`src/rtl/tpi_bus_arbiter_pkg.sv`:
```
// Shared definitions for the two-requester TPI bus arbiter: FSM encoding,
// default strobe timing and the requester count.
package tpi_bus_arbiter_pkg;

   localparam int NUM_REQ = 2;
   localparam int CNT_W   = 4;

   localparam int DEF_SETUP_CYCLES  = 1;
   localparam int DEF_STROBE_CYCLES = 2;
   localparam int DEF_HOLD_CYCLES   = 1;

   typedef enum logic [1:0] {
      ST_IDLE   = 2'd0,
      ST_SETUP  = 2'd1,
      ST_STROBE = 2'd2,
      ST_HOLD   = 2'd3
   } state_t;

   // Counters run N-1 .. 0, so a phase of N cycles loads N-1 on entry.
   function automatic logic [CNT_W-1:0] load_count(input int cycles);
      return CNT_W'(cycles - 1);
   endfunction

endpackage

```
`src/rtl/tpi_bus_arbiter_rr.sv`:
```
// Two-way round-robin picker: with both requests high, the requester that
// was not granted last wins; a single request is granted directly.
module rr_arbiter2
   import tpi_bus_arbiter_pkg::*;
(
   input  logic [NUM_REQ-1:0] req,
   input  logic               last_grant,
   output logic [NUM_REQ-1:0] grant
);

   always_comb begin
      // NOTE: assign a default first so no path leaves grant unassigned (no latch).
      grant = '0;
      if (req[0] && req[1]) begin
         grant = last_grant ? 2'b01 : 2'b10;
      end else begin
         grant = req;
      end
   end

endmodule

```
`src/rtl/tpi_bus_arbiter.sv`:
```
// Arbitrates two requesters onto one TPI register port and sequences each
// access through SETUP, STROBE and HOLD phases with registered bus outputs.
module tpi_bus_arbiter
   import tpi_bus_arbiter_pkg::*;
#(
   parameter int SETUP_CYCLES  = DEF_SETUP_CYCLES,
   parameter int STROBE_CYCLES = DEF_STROBE_CYCLES,
   parameter int HOLD_CYCLES   = DEF_HOLD_CYCLES
) (
   input  logic                 clock,
   input  logic                 _reset,
   input  logic [NUM_REQ-1:0]   req,
   input  logic [NUM_REQ-1:0]   req_write,
   input  logic [3*NUM_REQ-1:0] req_rs,
   input  logic [8*NUM_REQ-1:0] req_wdata,
   output logic [NUM_REQ-1:0]   ack,
   output logic [7:0]           rdata,
   output logic                 busy,
   output logic                 _cs,
   output logic [2:0]           rs,
   output logic                 _write,
   output logic [7:0]           data_o,
   output logic                 data_oe,
   input  logic [7:0]           data_i
);

   state_t               state;
   logic [CNT_W-1:0]     cnt;
   logic                 last_grant;
   logic [NUM_REQ-1:0]   grant;
   logic [NUM_REQ-1:0]   grant_q;
   logic                 is_write;
   logic                 sel;

   rr_arbiter2 u_rr (
      .req        (req),
      .last_grant (last_grant),
      .grant      (grant)
   );

   assign sel = grant[1];

   always_ff @(posedge clock or negedge _reset) begin
      if (!_reset) begin
         state      <= ST_IDLE;
         cnt        <= '0;
         last_grant <= 1'b1;
         grant_q    <= '0;
         is_write   <= 1'b0;
         ack        <= '0;
         rdata      <= '0;
         busy       <= 1'b0;
         _cs        <= 1'b1;
         rs         <= '0;
         _write     <= 1'b1;
         data_o     <= '0;
         data_oe    <= 1'b0;
      end else begin
         // NOTE: non-blocking assignments so every register samples pre-edge values.
         ack <= '0;
         case (state)
            ST_IDLE: begin
               if (|req) begin
                  grant_q    <= grant;
                  last_grant <= sel;
                  is_write   <= req_write[sel];
                  rs         <= sel ? req_rs[5:3] : req_rs[2:0];
                  data_o     <= sel ? req_wdata[15:8] : req_wdata[7:0];
                  data_oe    <= req_write[sel];
                  busy       <= 1'b1;
                  _cs        <= 1'b1;
                  _write     <= 1'b1;
                  cnt        <= load_count(SETUP_CYCLES);
                  state      <= ST_SETUP;
               end
            end
            ST_SETUP: begin
               if (cnt != '0) begin
                  cnt <= cnt - 1'b1;
               end else begin
                  _cs    <= 1'b0;
                  _write <= !is_write;
                  cnt    <= load_count(STROBE_CYCLES);
                  state  <= ST_STROBE;
               end
            end
            ST_STROBE: begin
               if (cnt != '0) begin
                  cnt <= cnt - 1'b1;
               end else begin
                  _cs <= 1'b1;
                  if (!is_write) rdata <= data_i;
                  // ack is registered, so it is raised on entry to the final HOLD cycle.
                  if (HOLD_CYCLES == 1) ack <= grant_q;
                  cnt   <= load_count(HOLD_CYCLES);
                  state <= ST_HOLD;
               end
            end
            ST_HOLD: begin
               if (cnt != '0) begin
                  cnt <= cnt - 1'b1;
                  if (cnt == CNT_W'(1)) ack <= grant_q;
               end else begin
                  _write  <= 1'b1;
                  data_oe <= 1'b0;
                  busy    <= 1'b0;
                  state   <= ST_IDLE;
               end
            end
            default: state <= ST_IDLE;
         endcase
      end
   end

endmodule
```
`config.mk`:
```
export PLATFORM = sky130hd
export DESIGN_NAME = tpi_bus_arbiter
export DESIGN_NICKNAME = d
export VERILOG_FILES = /design/src/rtl/tpi_bus_arbiter_pkg.sv /design/src/rtl/tpi_bus_arbiter_rr.sv /design/src/rtl/tpi_bus_arbiter.sv
export SDC_FILE = /design/constraint.sdc
export NUM_CORES = 1
export LEC_CHECK = 0
export BUFFER_PORTS_ARGS = -buffer_cell sky130_fd_sc_hd__buf_4
export CELL_PAD_IN_SITES_DETAIL_PLACEMENT = 1
export CELL_PAD_IN_SITES_GLOBAL_PLACEMENT = 2
export CORE_ASPECT_RATIO = 1.5
export CORE_MARGIN = 1.5
export CORE_UTILIZATION = 30
export DETAILED_ROUTE_END_ITERATION = 10
export PLACE_DENSITY = 0.75
export SYNTH_ARGS = -nofsm -noshare
export SYNTH_HDL_FRONTEND = slang
export SYNTH_SLANG_ARGS = --single-unit
export TNS_END_PERCENT = 50
```
`constraint.sdc`:
```
create_clock -name clock -period 1.95 [get_ports clock]
set_input_delay 0.2925 -clock clock [delete_from_list [all_inputs] [get_ports clock]]
set_output_delay 0.2925 -clock clock [all_outputs]
set_load 0.02 [all_outputs]
```
==> metrics <==
Diodes inserted 0; Avg Inst Size Synth 11.3 um^2; Tmin final 1840 ps; Min-Delay Path Depth 2; R2R cell count 5; buffers added on ports 60; CP arrival 2060 ps; CTS tree done; Mapped Nets 195; final setup fails 0; internal power 0.00239 W; met2 usage 28.0%; reg2reg setup slack 110 ps; ys async rst share 100%; drt drc 0; number of global-route vias before repair 1564; GR Overflow Total 0; r2r endpoint _write$_DFFE_PN1P_; DR iter-0 viols 21; top cell type's share of synthesized area 46.7%; Worst path max stage delay 450 ps; drt total wl 4280 um; met1 usage 14.1%; DRT antenna net count 0; CP delay by family, top simple AND/OR/NAND/NOR gates; DR pass1 iterations 4; critical path class reg -> reg; crit path max-delay cell type or3b_4; DR vias 1452; post-synth top area cell dfrtp_1; FP Rows 33; status complete, no violations; f_max 542 MHz; Root Driver clkbuf_8; Core Footprint 5490 um^2; FF+latch count, synth 35; Starting Density 31.2%; Worst Path Buf+Inv 1; largest cells by area after synthesis dfrtp_1 47%, mux2i_1 7.6%, mux2_2 5.9%; Die W 64.7 um; Final Skew 7.19 ps; post-DP HPWL 3330 um; Max H-tree Level 2; Leak Pwr 1.14 nW; total CTS buffers 5; # clock sinks 35; Sequential Power Share 33.1%; VDD IR max 726 uV; Comb pwr share 52.4%; pin count of the biggest net entering global routing 36; max cap viols 0; yosys warns 0; Total Routing Usage GR 14.9%; post-CTS setup buffer count 0; CTS Buffer Depth 2; worst hold path endpoint rdata[0]$_DFFE_PN0P_; Critical Path Fanout Max 6; pwr/cell area 1670 nW/um^2; Fin. Hold Viols 0; relative slew slack 70.2%; Worst EP required 2170 ps; Sw Share 40.1%; Startpoint Class flip-flop; Syn Std Cell Area 1720 um^2; nature of the critical path endpoint flip-flop; CP Launch Point cnt[1]$_DFFE_PN0P_; area of the die 6190 um^2; P_sw 0.00160 W; Design Power 0.00398 W; antenna violations before repair 0; Final nets 262; RSZ-0062 raised after global routing no; fraction of layout cells with a size suffix above 1 42.7%; hold crit path type in -> reg; Skew-Pair Late Insertion Delay 290 ps; most common cell in the netlist dfrtp_1; Synth Instances 152; Top-Level Pins 61; Hold Crit Start data_i[0]; global-route wire length before repair 7000 um; critical path cell sequence inv_1 > ha_1 > or3b_4 > a211oi_2 > mux2_1; Layout area overhead 38.9%; Wirelength per Cell 14.8 um; Post-synth top cells 32 x dfrtp_1, 19 x nand2_1, 14 x o21ai_0; Die H 95.6 um; Post-synth EDFFs 0; final period utilization 94.6%; GRT met3 Usage 3.78%; Clock power frac 14.5%; Vias/cell 5.01; final RePlAce weighted congestion 0.846; final design utilization 43.4%; CTS clk-pin slew, worst paths 70 ps; fin. max-slew vios 0; r2r startpoint cnt[1]$_DFFE_PN0P_; Main synth FF type dfrtp_1; layer carrying the most global-route usage met2; setup_tns 0 ps; Worst Tran Pin Value 447 ps; Cell variety after synth 41; post-synthesis sequential area ratio 51.3%
-- power groups by stage --
stage / clock (W) / sequential (W) / combinational (W)
finish: 0.000578 / 0.00132 / 0.00209
CTS: 0.000598 / 0.00132 / 0.00208
detailed placement: 0 / 0.00133 / 0.00207
global route: 0.000625 / 0.00137 / 0.00230
floorplan: 0 / 0.00157 / 0.00103
global placement: 0 / 0.00130 / 0.00201
-- timing repair --
| action | CTS | global route |
|---|---|---|
| hold endpoints to repair | 32 | 0 |
| gates resized for setup | 1 | 2 |
| hold buffers | 1 | 0 |
| setup endpoints to repair | 8 | 2 |
| pin swaps | 0 | 0 |
-- how the worst max path moves through the flow --
stage / cells after the start / to
floorplan: 6 / _write$_DFFE_PN1P_
global placement: 5 / rdata[4]$_DFFE_PN0P_
detailed placement: 5 / rdata[1]$_DFFE_PN0P_
CTS: 5 / _write$_DFFE_PN1P_
global route: 5 / _write$_DFFE_PN1P_
finish: 5 / _write$_DFFE_PN1P_
-- state kept, by name, indices dropped and copies added (netlist names), 2 cells and up --
name and cells:
state 2, data_o 8, rdata 8, rs 3, cnt 4, ack 2, grant_q 2
-- metal layers --
metal	vias up	wire length, um
li1	675	-
met1	720	1560
met2	47	2370
met3	10	242
met4	0	112
met5	-	0
-- metrics by stage --
step / std cells / hold slack (ps) / area (um^2) / setup slack (ps)
after floorplan: 152 / -3.09 / 1720 / 191
after detailed placement: 281 / 278 / 2260 / 1.16
final: 290 / 238 / 2380 / 105
after CTS: 290 / 230 / 2380 / 57.6
after global routing: 290 / 233 / 2380 / 19.2
after global placement: 281 / 272 / 2260 / 136
-- area by class of cell --
| type | count | area [um^2] |
|---|---|---|
| Multi-Input combinational cell | 105 | 792 |
| Tap cell | 70 | 87.6 |
| Inverter | 5 | 18.8 |
| Fill cell | 602 | 3110 |
| Timing Repair Buffer | 67 | 505 |
| Sequential cell | 35 | 880 |
| Clock buffer | 8 | 100 |
-- placed cells by master, fill, tap and decap left out, types with 2 or more instances in the layout --
master	instances
o31ai_1	2
nor2_1	2
a21oi_1	6
nand2_1	19
o21ai_0	14
clkbuf_8	7
a211oi_2	2
mux2_2	9
a211oi_1	2
mux2i_1	13
a22o_1	2
inv_1	5
dfrtp_1	32
and2_1	2
ha_1	7
or2_2	2
buf_4	66
dfstp_2	3
-- kinds of logic after synthesis --
group / after synthesis / synth area share [%]
compound gates: 37 / 14.2
flops: 35 / 51.3
simple gates: 38 / 12.0
mux: 23 / 14.2
fa+ha+maj: 7 / 5.11
buf+inv: 12 / 3.28
Power figures use the tool's default switching activity.
